**src/rtl/boot_loader_pkg.sv**
```systemverilog
// boot_loader_pkg: shared state encoding and frame constants for the UART boot loader.
package boot_loader_pkg;
    typedef enum logic [2:0] {IDLE, L_ADDR, L_LEN, L_DATA, L_CSUM, R_ADDR, RESP, RUN} bl_state_t;
    localparam logic [7:0] ACK = 8'h06;
    localparam logic [7:0] NAK = 8'h15;
    localparam int ADDR_BYTES = 4;
    localparam int LEN_BYTES = 2;
endpackage

```
**src/rtl/bl_word_packer.sv**
```systemverilog
// bl_word_packer: packs data bytes into 32-bit words and runs the memory write handshake.
module bl_word_packer (
    input  logic        clock,
    input  logic        reset_n,
    input  logic        clear,
    input  logic        byte_valid,
    input  logic        last,
    input  logic [7:0]  byte_data,
    input  logic [31:0] byte_addr,
    input  logic        mem_ack,
    output logic        mem_req,
    output logic [31:0] mem_addr,
    output logic [31:0] mem_wdata,
    output logic [3:0]  mem_wstrb,
    output logic        overrun
);
    logic [31:0] acc_data, data_n;
    logic [3:0]  acc_strb, strb_n;
    logic        issue, busy;
    always_comb begin
        data_n  = acc_data | (32'(byte_data) << {byte_addr[1:0], 3'b000});
        strb_n  = acc_strb | (4'b0001 << byte_addr[1:0]);
        issue   = byte_valid && (byte_addr[1:0] == 2'd3 || last);
        // an ack this cycle frees the port, so a new word may issue alongside it
        busy    = mem_req && !mem_ack;
        overrun = issue && busy;
    end
    always_ff @(posedge clock or negedge reset_n) begin
        if (!reset_n) begin
            acc_data  <= '0;
            acc_strb  <= '0;
            mem_req   <= 1'b0;
            mem_addr  <= '0;
            mem_wdata <= '0;
            mem_wstrb <= '0;
        end else begin
            if (clear || issue) begin
                acc_data <= '0;
                acc_strb <= '0;
            end else if (byte_valid) begin
                acc_data <= data_n;
                acc_strb <= strb_n;
            end
            if (issue && !busy) begin
                mem_req   <= 1'b1;
                mem_addr  <= {byte_addr[31:2], 2'b00};
                mem_wdata <= data_n;
                mem_wstrb <= strb_n;
            end else if (mem_ack) begin
                mem_req <= 1'b0;
            end
        end
    end
endmodule

```
**src/rtl/uart_boot_loader.sv**
```systemverilog
// uart_boot_loader: parses load/run frames from the UART, writes memory, releases the CPU.
module uart_boot_loader
    import boot_loader_pkg::*;
#(
    parameter int         TIMEOUT_CYCLES = 5_000_000,
    parameter logic [7:0] MAGIC_LOAD     = 8'hB0,
    parameter logic [7:0] MAGIC_RUN      = 8'hB1
) (
    input  logic        clock,
    input  logic        reset_n,
    input  logic        rx_complete,
    input  logic [7:0]  rx_data,
    output logic        tx_valid,
    output logic [7:0]  tx_data,
    input  logic        tx_complete,
    output logic        mem_req,
    output logic [31:0] mem_addr,
    output logic [31:0] mem_wdata,
    output logic [3:0]  mem_wstrb,
    input  logic        mem_ack,
    output logic        cpu_reset_n,
    output logic [31:0] boot_addr
);
    bl_state_t   state, state_n;
    logic [1:0]  cnt;
    logic [31:0] addr, timer;
    logic [15:0] len, len_n;
    logic [7:0]  sum;
    logic        err, is_run, in_frame, timeout, overrun;
    assign len_n = {rx_data, len[15:8]};
    always_comb begin
        in_frame = state inside {L_ADDR, L_LEN, L_DATA, L_CSUM, R_ADDR};
        timeout  = in_frame && !rx_complete && timer >= 32'(TIMEOUT_CYCLES - 1);
        state_n  = state;
        case (state)
            IDLE:   if (rx_complete) state_n = rx_data == MAGIC_LOAD ? L_ADDR : rx_data == MAGIC_RUN ? R_ADDR : IDLE;
            L_ADDR: if (rx_complete && cnt == 2'(ADDR_BYTES - 1)) state_n = L_LEN;
            L_LEN:  if (rx_complete && cnt == 2'(LEN_BYTES - 1)) state_n = len_n == 16'd0 ? L_CSUM : L_DATA;
            L_DATA: if (rx_complete && len == 16'd1) state_n = L_CSUM;
            L_CSUM: if (rx_complete) state_n = RESP;
            R_ADDR: if (rx_complete && cnt == 2'(ADDR_BYTES - 1)) state_n = RESP;
            RESP:   if ((tx_complete || !tx_valid) && !mem_req) state_n = is_run ? RUN : IDLE;
            default: ;
        endcase
        if (timeout) state_n = IDLE;
    end
    always_ff @(posedge clock or negedge reset_n) begin
        if (!reset_n) state <= IDLE;
        else          state <= state_n;
    end
    always_ff @(posedge clock or negedge reset_n) begin
        if (!reset_n) begin
            cnt         <= '0;
            addr        <= '0;
            len         <= '0;
            sum         <= '0;
            err         <= 1'b0;
            is_run      <= 1'b0;
            timer       <= '0;
            tx_valid    <= 1'b0;
            tx_data     <= '0;
            boot_addr   <= '0;
            cpu_reset_n <= 1'b0;
        end else begin
            cnt   <= state_n != state ? 2'd0 : rx_complete && state inside {L_ADDR, L_LEN, R_ADDR} ? cnt + 2'd1 : cnt;
            timer <= rx_complete || state_n != state || !in_frame ? 32'd0 : timer + 32'd1;
            // addr doubles as the running write pointer once the data phase starts
            if (rx_complete && (state == L_ADDR || state == R_ADDR)) addr <= {rx_data, addr[31:8]};
            else if (rx_complete && state == L_DATA)                 addr <= addr + 32'd1;
            if (rx_complete && state == L_LEN)       len <= len_n;
            else if (rx_complete && state == L_DATA) len <= len - 16'd1;
            sum <= state == IDLE ? 8'd0 : rx_complete && state == L_DATA ? sum + rx_data : sum;
            err <= state == IDLE ? 1'b0 : err | overrun;
            if (state == IDLE && rx_complete) is_run <= rx_data == MAGIC_RUN;
            if (state == L_CSUM && rx_complete) begin
                tx_valid <= 1'b1;
                tx_data  <= rx_data == sum && !err ? ACK : NAK;
            end else if (state == R_ADDR && state_n == RESP) begin
                tx_valid  <= 1'b1;
                tx_data   <= ACK;
                boot_addr <= {rx_data, addr[31:8]};
            end else if (state == RESP && tx_complete) begin
                tx_valid <= 1'b0;
            end
            if (state == RESP && state_n == RUN) cpu_reset_n <= 1'b1;
        end
    end
    bl_word_packer u_packer (
        .clock      (clock),
        .reset_n    (reset_n),
        .clear      (state == IDLE),
        .byte_valid (rx_complete && state == L_DATA),
        .last       (len == 16'd1),
        .byte_data  (rx_data),
        .byte_addr  (addr),
        .mem_ack    (mem_ack),
        .mem_req    (mem_req),
        .mem_addr   (mem_addr),
        .mem_wdata  (mem_wdata),
        .mem_wstrb  (mem_wstrb),
        .overrun    (overrun)
    );
endmodule
```
**config.mk**
```make
export PLATFORM = sky130hd
export DESIGN_NAME = uart_boot_loader
export DESIGN_NICKNAME = d
export VERILOG_FILES = /design/src/rtl/boot_loader_pkg.sv /design/src/rtl/bl_word_packer.sv /design/src/rtl/uart_boot_loader.sv
export SDC_FILE = /design/constraint.sdc
export NUM_CORES = 1
export LEC_CHECK = 0
export ABC_AREA = 1
export ABC_CLOCK_PERIOD_IN_PS = 4860
export CORE_ASPECT_RATIO = 1.2
export CORE_MARGIN = 4
export CORE_UTILIZATION = 40
export CTS_CLUSTER_SIZE = 28
export DETAILED_ROUTE_END_ITERATION = 8
export PLACE_DENSITY = 0.59
export SETUP_SLACK_MARGIN = 0.02
export SYNTH_ARGS = -nofsm -noshare
export SYNTH_HDL_FRONTEND = slang
export SYNTH_SLANG_ARGS = --single-unit
```
**constraint.sdc**
```tcl
create_clock -name clock -period 4.86 [get_ports clock]
set_clock_uncertainty 0.15 [all_clocks]
set_input_delay 1.458 -clock clock [delete_from_list [all_inputs] [get_ports clock]]
set_output_delay 1.458 -clock clock [all_outputs]
set_load 0.01 [all_outputs]
```
# ---- Yosys cells after proc, flatten, opt, wreduce, memory -nomap -nowiden
# Index checks and enable logic that the tools add are counted.
dict set report word_totals {
  register_bits 240
  output_inout_bits 111
}
dict set report classes {
  add_sub_neg 5
  n_lt_le_gt_ge 1
  eq_ne 16
  shift 2
  muxes 35
  n_bitwise 4
  n_reduce_logical 46
}
# operator count
set op_table {}
lappend op_table {{$mux W32} 5}
lappend op_table {{$add A32 B1 Y32 const B} 2}
lappend op_table {{$mux W3} 12}
lappend op_table {{$ge A32 B23 Y1 const B} 1}
lappend op_table {{$mux W16} 2}
lappend op_table {{$mux W8} 4}
lappend op_table {{$or A32 B32 Y32} 1}
lappend op_table {{$shl A8 B5 Y32} 1}
lappend op_table {{$pmux W3 S7} 1}
lappend op_table {{$logic_and A1 B1 Y1} 20}
lappend op_table {{$eq A16 B1 Y1 const B} 1}
lappend op_table {{$eq A8 B8 Y1 const B} 2}
lappend op_table {{$logic_not A16 Y1} 1}
lappend op_table {{$sub A16 B1 Y16 const B} 1}
lappend op_table {{$eq A3 B3 Y1 const B} 5}
lappend op_table {{$reduce_bool A2 Y1} 7}
lappend op_table {{$add A8 B8 Y8} 1}
lappend op_table {{$eq A8 B8 Y1} 1}
lappend op_table {{$mux W4} 2}
lappend op_table {{$logic_not A1 Y1} 7}
lappend op_table {{$eq A3 B2 Y1 const B} 2}
lappend op_table {{$logic_or A1 B1 Y1} 6}
lappend op_table {{$mux W1} 6}
lappend op_table {{$reduce_bool A3 Y1} 2}
lappend op_table {{other kinds (14)} 16}

# ---- Longest topological paths before layout
dict set report depth {
  depth_word 10
  depth_mapped 17
}

# ---- Cells and area by module
# From an unflattened synthesis, not the netlist that was laid out.
dict set report unflattened {
  cells_unflattened 1420
  area_unflattened_um2 11626.2
}
# mod instances cells_per_inst area_each_um2
set by_module_without_submodules {}
lappend by_module_without_submodules {uart_boot_loader 1 860 7064.3}
lappend by_module_without_submodules {bl_word_packer 1 560 4561.9}

# ---- Worst setup path after synthesis
# OpenSTA, ideal clock, no wires.
dict set report synth_path {
  path_type {input -> register}
  start {in rx_complete}
  end {reg boot_addr[23]}
  setup_ps 130
  arrival_ps 2814
  required_time_ps 4580
  path_slack_ps 1766
  path_stages 10
  n_path_buf 3
  path_cell_list {buf_2 -> inv_2 -> nor3_4 -> nand4_1 -> nand3_1 -> nand4_1 -> buf_2 -> clkbuf_1 -> nand2_1 -> o21ai_1}
}
dict set report synth_between {
  elab_chain_cells 7
}
# element line
set synth_lines {}
lappend synth_lines {{start, declared} uart_boot_loader.sv:11} ;# input logic rx_complete,
lappend synth_lines {{$logic_and A1 B1 Y1, or another cell as far along} {uart_boot_loader.sv:37, uart_boot_loader.sv:41}}
lappend synth_lines {{$mux W3, or another cell as far along} uart_boot_loader.sv:41} ;# R_ADDR: if (rx_complete && cnt == 2'(ADDR_BYTES - 1)) state_n = RESP;
lappend synth_lines {{$pmux W3 S7 / $logic_and A1 B1 Y1 (equally long branches)} {uart_boot_loader.sv:35, uart_boot_loader.sv:33}}
lappend synth_lines {{$mux W3} uart_boot_loader.sv:45} ;# if (timeout) state_n = IDLE;
lappend synth_lines {{$eq A3 B3 Y1} uart_boot_loader.sv:78} ;# end else if (state == R_ADDR && state_n == RESP) begin
lappend synth_lines {{$logic_and A1 B1 Y1} uart_boot_loader.sv:78}
lappend synth_lines {{$reduce_and A2 Y1 (no source line) (*)} --}
lappend synth_lines {{end signal, assigned} uart_boot_loader.sv:81} ;# boot_addr <= {rx_data, addr[31:8]};
lappend synth_lines {{end, declared} uart_boot_loader.sv:22} ;# output logic [31:0] boot_addr
# Mark *: on every way between the ends. The rest lies on a longest branch, timed or not.
# A chain may end at the register's enable or synchronous reset.

# ---- Worst setup path after layout
dict set report layout_path {
  start {in rx_complete}
  end {reg u_packer.mem_addr[19]}
}
dict set report layout_between {
  elab_chain_cells 3
}
# element line
set layout_lines {}
lappend layout_lines {{$logic_and A1 B1 Y1} uart_boot_loader.sv:92} ;# .byte_valid (rx_complete && state == L_DATA),
lappend layout_lines {{$logic_and A1 B1 Y1} bl_word_packer.sv:23} ;# issue = byte_valid && (byte_addr[1:0] == 2'd3 || last);
lappend layout_lines {{$logic_and A1 B1 Y1} bl_word_packer.sv:44} ;# if (issue && !busy) begin
lappend layout_lines {{end signal, assigned} bl_word_packer.sv:46} ;# mem_addr <= {byte_addr[31:2], 2'b00};
lappend layout_lines {{end, declared} bl_word_packer.sv:12} ;# output logic [31:0] mem_addr,
# No other way between the ends.

==> out/results.md <==
| Stage | Result | Value |
|---|---|---|
| outcome | Outcome | finished clean |
| drt | Detailed Route Iter0 Violations | 646 |
| floorplan | Die Y | 190 microns |
| clocking | Clock transition at path regs | 0.06 ns |
| drt | Average wire length per cell after detail routing | 16.4 microns |
| worst setup path | Endpoint arrival time on the critical path | 3.77 ns |
| layout | Final cell area excluding filler cells | 0.0135 sq mm |
| synth | Number of synthesized flops with an enable pin | 0 |
| hold path | Worst Hold Path EP | timer[0] |
| floorplan | Number of top-level pins | 124 |
| synth | Number of distinct standard cells referenced by the synthesized netlist | 34 |
| floorplan | Area of the die | 0.0303 sq mm |
| worst setup path | Type of origin of the critical path | input port |
| pwr | Power share of the combinational group | 0.256 |
| timing | Setup repair after global routing missed its margin | no |
| worst setup path | Crit-path cells | clkdlybuf4s50_1 -> inv_2 -> nor3_4 -> nand2_1 -> nor2_1 -> clkinv_2 -> buf_4 -> nand2_1 -> o21ai_0 |
| pwr | Sequential cell fraction of total power | 0.409 |
| worst setup path | Capturing element type of the critical path | register |
| drt | Total number of vias | 9009 |
| global routing | First-pass GRT wire length | 48000 microns |
| hold path | Worst hold path cell count | 1 |
| clocking | Number of sinks driven by the clock tree | 235 |
| pwr | Static leakage power | 6.02 nW |
| pwr | Internal power | 3.95 mW |
| synth | Number of register bits inferred by synthesis | 235 |
| timing | Final sum of negative setup slack | 0 ns |
| clocking | Number of buffers created by CTS | 25 |
| timing | Finish-stage setup viols | 0 |
| timing | Fin. max-slew vios | 0 |
| worst setup path | Endpoint of the worst-slack reg-to-reg timing path | addr[28] |
| synth | Prevailing post-synth register cell | sky130_fd_sc_hd__dfrtp_1 |
| timing | Final hold viol count | 0 |
| layout | Number of diodes | 0 |
| placement | Number of buffer cells added on primary ports | 117 |
| synth | Portion of the post-synthesis area used by sequential elements | 0.532 |
| synth | Synthesized area per cell | 8.58 sq um |
| drt | Average vias per placed instance | 5.10 |
| worst setup path | Crit-path max FO | 79 |
| clocking | Clock root buffer | sky130_fd_sc_hd__clkbuf_16 |
| worst setup path | Register-to-register path setup slack | 1.91 ns |
| clocking | Insertion delay to the later sink of the worst-skew pair | 0.53 ns |
| pwr | VDD IR-drop max | 0.306 mV |
| pwr | Proportion of total power due to net switching | 0.348 |
| clocking | Clock Tree Buf Depth | 3 |
| worst setup path | R2R cell count | 13 |
| synth | Count of warnings emitted by yosys | 0 |
| pwr | Sw power | 2.11 mW |
| hold path | Hold Path Class | reg -> reg |
| timing | Fraction of the cycle the final worst path needs | 0.727 |
| hold path | Hold wc startpoint | timer[0] |
| floorplan | Effective utilization at floorplan | 0.407 |
| clocking | Number of hold-repair buffers added at the cts stage | 0 |
| global routing | Global-route usage over all layers | 0.191 |
| pwr | Pwr dens | 450 mW/mm^2 |
| worst setup path | Critical path start-end classification | in -> reg |
| clocking | CTS tree | yes |
| drt | Antenna-violating nets left | 0 |
| drt | WL final | 29000 microns |
| layout | Share of post-route cells with drive strength above 1 | 0.0505 |
| clocking | Number of H-tree branching levels | 1 |
| drt | Remaining routing DRC violations | 0 |
| worst setup path | Critical Path Max Stage Delay | 0.71 ns |
| layout | Area delta synth->final | 22.0% |
| layout | Post-layout nets | 1436 |
| clocking | Post-CTS Resized | 0 |
| global routing | Overflow after GRT | 0 |
| clocking | Number of buffers inserted by post-CTS setup repair | 0 |
| worst setup path | Required time of the worst setup path | 5.10 ns |
| pwr | Clock share of power | 0.335 |
| floorplan | Site row count | 66 |
| job | Maxcap violations | 0 |
| floorplan | Width of the die | 160 microns |
| placement | Placed cell areas | 0.0126 sq mm |
| global routing | Via count of the first global-routing pass | 9119 |
| synth | Share of async-settable or async-resettable flops after synthesis | 1.00 |
| synth | Mapped Cells | 1287 |
| worst setup path | Reg2reg start | addr[0] |
| synth | Synthesized area | 0.0110 sq mm |
| timing | Fmax | 283 MHz |
| placement | Routability-driven placement congestion ratio | 0.860 |
| timing | Worst relative slew slack | 0.429 |
| placement | Detailed placement HPWL | 20000 microns |
| timing | Clock period minus final worst setup slack | 3.53 ns |
| timing | Worst slew pin tran | 0.852 ns |
| floorplan | Std-Cell Core Area | 0.0272 sq mm |
| global routing | Pin count of the biggest net entering global routing | 106 |
| worst setup path | Crit-path slowest cell | sky130_fd_sc_hd__clkdlybuf4s50_1 |
| pwr | Total power draw | 6.06 mW |
| worst setup path | Most frequent cell on the critical path | sky130_fd_sc_hd__nand2_1 |
| drt | Pre-Repair DR Iteration Count | 5 |
| global routing | Number of antenna violations at the first check in global routing | 0 |
## cells in the final DEF, fill, tap and decap left out, types with 2 or more instances in the layout
cell	count
sky130_fd_sc_hd__nand2_1	298
sky130_fd_sc_hd__dfrtp_1	235
sky130_fd_sc_hd__inv_1	153
sky130_fd_sc_hd__clkdlybuf4s50_1	116
sky130_fd_sc_hd__o21ai_0	113
sky130_fd_sc_hd__nor2_1	105
sky130_fd_sc_hd__xor2_1	45
sky130_fd_sc_hd__nand3_1	40
sky130_fd_sc_hd__o21ai_1	36
sky130_fd_sc_hd__o22ai_1	29
sky130_fd_sc_hd__o221ai_1	29
sky130_fd_sc_hd__clkbuf_16	25
sky130_fd_sc_hd__nand4_1	21
sky130_fd_sc_hd__nor3_1	20
sky130_fd_sc_hd__ha_1	16
sky130_fd_sc_hd__conb_1	15
sky130_fd_sc_hd__buf_4	15
sky130_fd_sc_hd__o211ai_1	14
sky130_fd_sc_hd__a21oi_1	12
sky130_fd_sc_hd__a31oi_1	12
sky130_fd_sc_hd__xnor2_1	12
sky130_fd_sc_hd__o31ai_1	10
sky130_fd_sc_hd__clkinv_2	8
sky130_fd_sc_hd__inv_2	6
sky130_fd_sc_hd__clkbuf_1	6
sky130_fd_sc_hd__nor4_1	5
sky130_fd_sc_hd__bufinv_16	5
sky130_fd_sc_hd__a21o_1	4
sky130_fd_sc_hd__clkinv_1	3
sky130_fd_sc_hd__nor2_2	3
sky130_fd_sc_hd__or2_2	3
sky130_fd_sc_hd__clkbuf_8	2
sky130_fd_sc_hd__buf_12	2
## worst max-delay path, delay by kind of cell
| kind | cells | cell delay, ns |
|---|---|---|
| compound gates | 1 | 0.09 |
| buf+inv | 4 | 1.27 |
| simple gates | 4 | 0.90 |
## per-stage QoR
stage,instances,util,hold slack [ns],setup WS [ns]
after floorplan,1301,-,0.283,1.77
after global placement,1719,0.464,0.296,0.777
after detailed placement,1719,0.464,0.309,0.758
after CTS,1765,0.496,0.317,1.28
after global routing,1765,0.496,0.325,1.07
final,1765,0.496,0.314,1.33
## cells in the mapped netlist, types with 14 or more instances
master                     count  area share
sky130_fd_sc_hd__clkbuf_1     37       0.013
sky130_fd_sc_hd__dfrtp_1     235        0.53
sky130_fd_sc_hd__ha_1         16       0.018
sky130_fd_sc_hd__inv_1       153       0.052
sky130_fd_sc_hd__nand2_1     298        0.10
sky130_fd_sc_hd__nand3_1      40       0.018
sky130_fd_sc_hd__nand4_1      21       0.012
sky130_fd_sc_hd__nor2_1      105       0.036
sky130_fd_sc_hd__nor3_1       20      0.0091
sky130_fd_sc_hd__o211ai_1     14      0.0095
sky130_fd_sc_hd__o21ai_0     113       0.051
sky130_fd_sc_hd__o21ai_1      36       0.016
sky130_fd_sc_hd__o221ai_1     29       0.023
sky130_fd_sc_hd__o22ai_1      29       0.016
sky130_fd_sc_hd__xor2_1       45       0.036
## power by group through the flow
stage          Combinational, mW  Sequential, mW  Clock, mW
3_5_place_dp                1.56            2.51          0
4_1_cts                     1.56            2.48       2.08
5_1_grt                     1.75            2.52       2.15
6_report                    1.55            2.48       2.03
2_1_floorplan               1.07            2.43          0
3_3_place_gp                1.54            2.51          0
## area by class of cell
cell class / instances / area [sq um]
clock inverter: 13 / 194
fill: 2608 / 13700
clock buffer: 33 / 676
multi-input combinational: 847 / 4360
inverter: 163 / 613
timing repair buffer: 134 / 1330
sequential: 235 / 5880
tap: 340 / 425
## worst max-delay path by stage
stage | slack [ns] | start | cells past startpoint | endpoint
finish | 1.33 | rx_complete | 9 | u_packer.mem_addr[19]
global route | 1.07 | rx_complete | 9 | u_packer.mem_addr[19]
CTS | 1.28 | rx_complete | 9 | u_packer.mem_addr[19]
detailed placement | 0.76 | rx_complete | 9 | u_packer.mem_addr[24]
global placement | 0.78 | rx_complete | 9 | addr[8]
floorplan | 1.77 | rx_complete | 10 | boot_addr[23]
## cells by family (layout without fill, tap and decap cells)
| family | after synthesis | count (layout) | synth area share |
|---|---|---|---|
| buf+inv | 219 | 343 | 0.0778 |
| xor+xnor | 57 | 57 | 0.0452 |
| simple gates | 497 | 497 | 0.184 |
| fa+ha+maj | 17 | 17 | 0.0199 |
| compound gates | 261 | 261 | 0.140 |
| flops | 235 | 235 | 0.532 |
| other cells | 1 | 15 | 0.000340 |
## per-layer routing
layer | global-route usage | vias up | wire [microns]
met5 | 0 | - | 0
met4 | 0.0684 | 0 | 952
met3 | 0.0295 | 56 | 1280
met2 | 0.323 | 213 | 14100
met1 | 0.252 | 4296 | 12700
li1 | - | 4444 | -
## registers in the layout, summed over array words and instances (netlist names)
register and count:
addr 32, boot_addr 32, cnt 2, cpu_reset_n 1
err 1, is_run 1, len 16, state 3
sum 8, timer 32, tx_data 3, tx_valid 1
u_packer.acc_data 32, u_packer.acc_strb 4, u_packer.mem_addr 30, u_packer.mem_req 1
u_packer.mem_wdata 32, u_packer.mem_wstrb 4
Note: power is estimated with default switching activity, not from simulation.
